$ cat src/rtl/sha256_msg_driver.sv
// SHA-256 message driver: fetches a message from shared word memory, applies word-granular
// padding, feeds the compression core one block at a time and writes the chained digest back.
module sha256_msg_driver #(
  parameter int NUM_OF_WORDS = 20
) (
  input  logic              clk,
  input  logic              reset,
  input  logic              start,
  input  logic [15:0]       message_addr,
  input  logic [15:0]       output_addr,
  output logic              done,
  output logic [7:0][31:0]  digest,
  output logic              mem_we,
  output logic [15:0]       mem_addr,
  output logic [31:0]       mem_write_data,
  input  logic [31:0]       mem_read_data,
  output logic              core_start,
  output logic [15:0][31:0] core_w,
  output logic [7:0][31:0]  core_hash_in,
  input  logic [7:0][31:0]  core_hash_out,
  input  logic              core_done
);

  localparam int NB = (NUM_OF_WORDS + 3 + 15) / 16;
  localparam logic [15:0] MSG_WORDS = 16'(NUM_OF_WORDS);
  localparam logic [15:0] LEN_IDX   = 16'(16 * NB - 1);
  localparam logic [31:0] LEN_BITS  = 32'(NUM_OF_WORDS * 32);
  localparam logic [6:0]  LAST_BLK  = 7'(NB - 1);
  localparam logic [7:0][31:0] H_INIT = {
    32'h5be0cd19, 32'h1f83d9ab, 32'h9b05688c, 32'h510e527f,
    32'ha54ff53a, 32'h3c6ef372, 32'hbb67ae85, 32'h6a09e667
  };

  typedef enum logic [2:0] {
    S_IDLE  = 3'd0,
    S_READ  = 3'd1,
    S_ISSUE = 3'd2,
    S_WAIT  = 3'd3,
    S_WRITE = 3'd4,
    S_DONE  = 3'd5
  } state_t;

  state_t           state_r, state_next_s;
  logic [15:0]      msg_base_r, out_base_r;
  logic [6:0]       blk_r;
  logic [4:0]       rd_cnt_r;
  logic [2:0]       wr_cnt_r;
  logic [7:0][31:0] h_r;
  logic [15:0]      blk_base_s, glob_idx_s;
  logic [3:0]       word_idx_s;

  // Message word g of the padded stream: memory data, the 0x80000000 marker, the bit length or zero.
  function automatic logic [31:0] pad_word(input logic [15:0] g, input logic [31:0] rd);
    logic [31:0] w;
    if (g < MSG_WORDS)       w = rd;
    else if (g == MSG_WORDS) w = 32'h8000_0000;
    else if (g == LEN_IDX)   w = LEN_BITS;
    else                     w = 32'h0000_0000;
    return w;
  endfunction

  // Read data arrives one cycle after its address, so READ cycle k+1 stores word k.
  assign blk_base_s = {5'd0, blk_r, 4'd0};
  assign word_idx_s = 4'(rd_cnt_r - 5'd1);
  assign glob_idx_s = blk_base_s + {12'd0, word_idx_s};

  // State register.
  always_ff @(posedge clk) begin
    if (reset) state_r <= S_IDLE;
    else       state_r <= state_next_s;
  end

  // Next-state decode.
  always_comb begin
    state_next_s = state_r;
    case (state_r)
      S_IDLE:  if (start) state_next_s = S_READ; else state_next_s = S_IDLE;
      S_READ:  if (rd_cnt_r == 5'd16) state_next_s = S_ISSUE; else state_next_s = S_READ;
      S_ISSUE: state_next_s = S_WAIT;
      S_WAIT: begin
        if (core_done) begin
          if (blk_r < LAST_BLK) state_next_s = S_READ;
          else                  state_next_s = S_WRITE;
        end else begin
          state_next_s = S_WAIT;
        end
      end
      S_WRITE: if (wr_cnt_r == 3'd7) state_next_s = S_DONE; else state_next_s = S_WRITE;
      S_DONE:  state_next_s = S_IDLE;
      default: state_next_s = S_IDLE;
    endcase
  end

  // Datapath and registered outputs; each output is set up one cycle ahead of the state that shows it.
  always_ff @(posedge clk) begin
    if (reset) begin
      done           <= 1'b0;
      digest         <= '0;
      mem_we         <= 1'b0;
      mem_addr       <= 16'd0;
      mem_write_data <= 32'd0;
      core_start     <= 1'b0;
      core_w         <= '0;
      core_hash_in   <= '0;
      msg_base_r     <= 16'd0;
      out_base_r     <= 16'd0;
      blk_r          <= 7'd0;
      rd_cnt_r       <= 5'd0;
      wr_cnt_r       <= 3'd0;
      h_r            <= '0;
    end else begin
      core_start <= 1'b0;
      done       <= 1'b0;
      case (state_r)
        S_IDLE: begin
          if (start) begin
            msg_base_r <= message_addr;
            out_base_r <= output_addr;
            h_r        <= H_INIT;
            blk_r      <= 7'd0;
            rd_cnt_r   <= 5'd0;
            wr_cnt_r   <= 3'd0;
            mem_addr   <= message_addr;
          end
        end
        S_READ: begin
          if (rd_cnt_r < 5'd15) mem_addr <= msg_base_r + blk_base_s + {11'd0, rd_cnt_r} + 16'd1;
          if (rd_cnt_r != 5'd0) core_w[word_idx_s] <= pad_word(glob_idx_s, mem_read_data);
          if (rd_cnt_r == 5'd16) begin
            core_start   <= 1'b1;
            core_hash_in <= h_r;
          end
          rd_cnt_r <= rd_cnt_r + 5'd1;
        end
        S_ISSUE: begin
        end
        S_WAIT: begin
          if (core_done) begin
            h_r <= core_hash_out;
            if (blk_r < LAST_BLK) begin
              blk_r    <= blk_r + 7'd1;
              rd_cnt_r <= 5'd0;
              mem_addr <= msg_base_r + blk_base_s + 16'd16;
            end else begin
              digest         <= core_hash_out;
              mem_we         <= 1'b1;
              mem_addr       <= out_base_r;
              mem_write_data <= core_hash_out[0];
              wr_cnt_r       <= 3'd0;
            end
          end
        end
        S_WRITE: begin
          if (wr_cnt_r == 3'd7) begin
            mem_we <= 1'b0;
            done   <= 1'b1;
          end else begin
            mem_addr       <= out_base_r + {13'd0, wr_cnt_r} + 16'd1;
            mem_write_data <= h_r[wr_cnt_r + 3'd1];
            wr_cnt_r       <= wr_cnt_r + 3'd1;
          end
        end
        S_DONE: begin
        end
        default: begin
        end
      endcase
    end
  end

endmodule

$ cat config.mk
export PLATFORM = sky130hd
export DESIGN_NAME = sha256_msg_driver
export DESIGN_NICKNAME = d
export VERILOG_FILES = /design/src/rtl/sha256_msg_driver.sv
export SDC_FILE = /design/constraint.sdc
export NUM_CORES = 2
export LEC_CHECK = 0
export CAP_MARGIN = 20
export CORE_AREA = 2 2 548 550
export CTS_BUF_LIST = sky130_fd_sc_hd__clkbuf_4 sky130_fd_sc_hd__clkbuf_8
export DETAILED_ROUTE_END_ITERATION = 7
export DIE_AREA = 0 0 550 552
export SYNTH_ARGS = -nofsm -noshare
export SYNTH_HDL_FRONTEND = slang
export SYNTH_SLANG_ARGS = --single-unit
export TNS_END_PERCENT = 20
$ cat constraint.sdc
create_clock -name clk -period 3.2 [get_ports clk]
set_input_delay 0.48 -clock clk [delete_from_list [all_inputs] [get_ports clk]]
set_output_delay 0.48 -clock clk [all_outputs]
set_load 0.03 [all_outputs]
==> flow_metrics.tcl <==
set metrics [dict create \
    antenna_found_initial 97 \
    synth_edf_count 0 \
    start_kind "flop" \
    fin_util 0.260 \
    path_clk_slew_ns 0.07 \
    critPathArrivalTime_ns 3.95 \
    synthXorXnorAreaFrac 0.00694 \
    worstPathCellList "ha_2 -> inv_1 -> fa_2 -> nand2b_4 -> a21o_1 -> a311o_1 -> a41o_1 -> a211oi_4 -> nand2b_4 -> xor2_2 -> a221oi_2 -> o41ai_2" \
    max_slew_margin 0.282 \
    grt-busiest-layer "met2" \
    critPathMaxStageDelay_ns 0.35 \
    critPathBufInv 1 \
    yosysWarningCount 0 \
    avgSynthCellArea_um2 8.00 \
    p_leak_nw 26.6 \
    portBuffers 1398 \
    synth_compound_area_frac 0.145 \
    grt_util_met2 0.295 \
    crit_top_cell "nand2b_4" \
    worst_slew_pin_slew_ns 1.07 \
    fin_crit_ns 3.12 \
    syn_nets 6823 \
    yosysTopAreaCellShare 0.534 \
    initialDrtViolationCount 5151 \
    clock-sinks 1381 \
    seq_area_frac_synth 0.534 \
    grt_pass1_vias 48207 \
    peakVddDrop_mv 0.344 \
    die_w_um 550 \
    synthSimpleGateAreaFrac 0.230 \
    cts_buffers 264 \
    final_area_um2 77400 \
    yosysMostFrequentCell "dfxtp_1" \
    antenna_left 0 \
    syn_area_um2 51800 \
    synthMuxAreaShare 0.0356 \
    fmax_ghz 0.321 \
    vias 52534 \
    synth_adder_area_share 0.00744 \
    insertion_delay_ns 1.00 \
    vias_per_cell 4.36 \
    routedWlPerCell_um 25.7 \
    endpoint_kind "flop" \
    first_pass_iters 5 \
    wl_um 310000 \
    start_util 0.174 \
    slew_violations 0 \
    async_flop_share 0 \
    outcome "complete, no violations" \
    crit_family "compound AO/OA/AOI/OAI gates" \
    synth.largest_area_cell "dfxtp_1" \
    drc_errors 0 \
    whs_ns 0.123 \
    synth_area_leaders "dfxtp_1 (53%), a21oi_1 (11%), nor2_1 (9.7%), nand2_1 (8.7%), clkbuf_1 (3.4%)" \
    drive_gt1_frac 0.0974 \
    htree_levels 5 \
    reg2regPathDepth 12 \
    worstPathMaxFanout 4 \
    finClkSkew_ns 0.100 \
    hp-class "input pin to flop" \
    crit_path_top_delay_cell "fa_2" \
    ios 1399 \
    grt_max_degree 124 \
    finalHoldViolCount 0 \
    min_period_over_period 0.974 \
    dpl-instance-area_um2 71200 \
    power.total_mw 39.6 \
    synth_cell_types 63 \
    grt_pass1_wl_um 410000 \
    totalNegativeSetupSlack_ns 0 \
    rsz0062_at_grt "false" \
    grt_remaining_overflow 0 \
    rows 201 \
    root_buffer "clkbuf_8" \
    synthCells 6470 \
    use_met1 0.235 \
    power_density_nw_per_um2 512 \
    min_delay_path_depth 3 \
    max_cap_violations 0 \
    fp.dieH_um 552 \
    synth_seq_cells 1381 \
    grtUsageMet3 0.0709 \
    synthTopCellsByCount "dfxtp_1 (1,381), nor2_1 (1,332), nand2_1 (1,203)" \
    cts_max_path_buffers 4 \
    final_nets 8205 \
    synth-main-ff-cell "dfxtp_1" \
    gp_congestion 0.921 \
    tritoncts "yes" \
    dp_hpwl_um 240000 \
    track_usage 0.194 \
    core_area_um2 298000 \
    dieArea_um2 304000 \
    area.growth.synth_to_final_pct 49.5 \
    setup_viol 0 \
    critPathRequiredTime_ns 4.03 \
    cp.depth 12 \
    crit_type "flop to flop" \
    synth_top_family_by_area "simple AND/OR/NAND/NOR gates" \
]
[area by class of cell]
cell class / count / area (um2)
clock inverter: 47 / 578
fill: 32446 / 221000
tap: 3958 / 4950
antenna: 50 / 125
inverter: 19 / 71.3
sequential: 1381 / 27700
timing repair buffer: 1655 / 16800
clock buffer: 399 / 4980
multi-input combinational: 4531 / 22200
[cell families after synthesis]
kind of cell,after synthesis
adders and majority gates,29
muxes,104
and+or+nand+nor,2989
DFF,1381
AOI/OAI and AO/OA,1368
xor gates and xnor gates,41
buffers and inverters,558
[worst reg2reg max path, cell delays in order (launching register included)]
cell      delay (ns)
dfxtp_1         0.34
ha_2            0.19
inv_1           0.05
fa_2            0.35
nand2b_4        0.16
a21o_1          0.17
a311o_1         0.35
a41o_1          0.31
a211oi_4        0.32
nand2b_4        0.21
xor2_2          0.15
a221oi_2        0.08
o41ai_2         0.30
[metrics by stage]
stage	setup slack, ns	std cells
finish	0.0837	12040
global route	0.00157	12019
CTS	0.0277	11989
floorplan	0.105	6470
global placement	0.0828	11497
detailed placement	0.0939	11497
[sequential cells by signal, summed over array words and instances, names as in the netlist]
register and flops:
core_w 512, core_hash_in 256, digest 256, h_r 256, mem_write_data 32, mem_addr 16
msg_base_r 16, out_base_r 16, blk_r 7, rd_cnt_r 5, state_r 3, wr_cnt_r 3
core_start 1, done 1, mem_we 1
[where the power goes]
part / internal, mW / leakage (nW) / switching, mW
logic: 1.00 / 12.5 / 1.85
clock network: 10.6 / 2.93 / 8.41
registers: 17.4 / 11.2 / 0.374
total: 29.0 / 26.6 / 10.6
[path summary, 6_finish.rpt]
path	from	end	slack (ns)
hold reg to reg	h_r[73]	core_hash_in[73]	0.44
setup / recovery	msg_base_r[4]	mem_addr[14]	0.08
setup reg to reg	msg_base_r[4]	mem_addr[14]	0.08
hold / removal	core_hash_out[69]	digest[69]	0.12
[metal layers]
metal	part of all wire	up-vias	wire length [um]
met2	0.44	2509	135000
met3	0.11	547	32700
li1	-	24399	-
met1	0.40	25065	124000
met4	0.057	14	17600
met5	0.00026	-	80
[layout by cell type (no fill, tap or decap), types with 25 or more instances in the layout]
cell,Yosys,routed
a211oi_1,88,88
a21oi_1,1124,1124
a22oi_1,34,34
a32oi_1,34,34
buf_12,0,63
buf_4,0,148
clkbuf_4,0,82
clkbuf_8,0,317
clkdlybuf4s50_1,0,1397
dfxtp_1,1381,1380
diode_2,0,50
dlygate4sd3_1,0,46
mux2i_1,38,38
mux4_2,64,64
nand2_1,1203,1181
nand3_1,103,103
nor2_1,1332,1330
nor3_1,289,285
o21ai_0,26,25
[timing repair]
item / in CTS / in global routing
resized for setup: 0 / 15
setup buffers: 0 / 1
hold buffers: 46 / 0
setup endpoints to repair: 0 / 4
hold endpoints to repair: 63 / 0
Note: power is estimated with default switching activity, not from simulation.
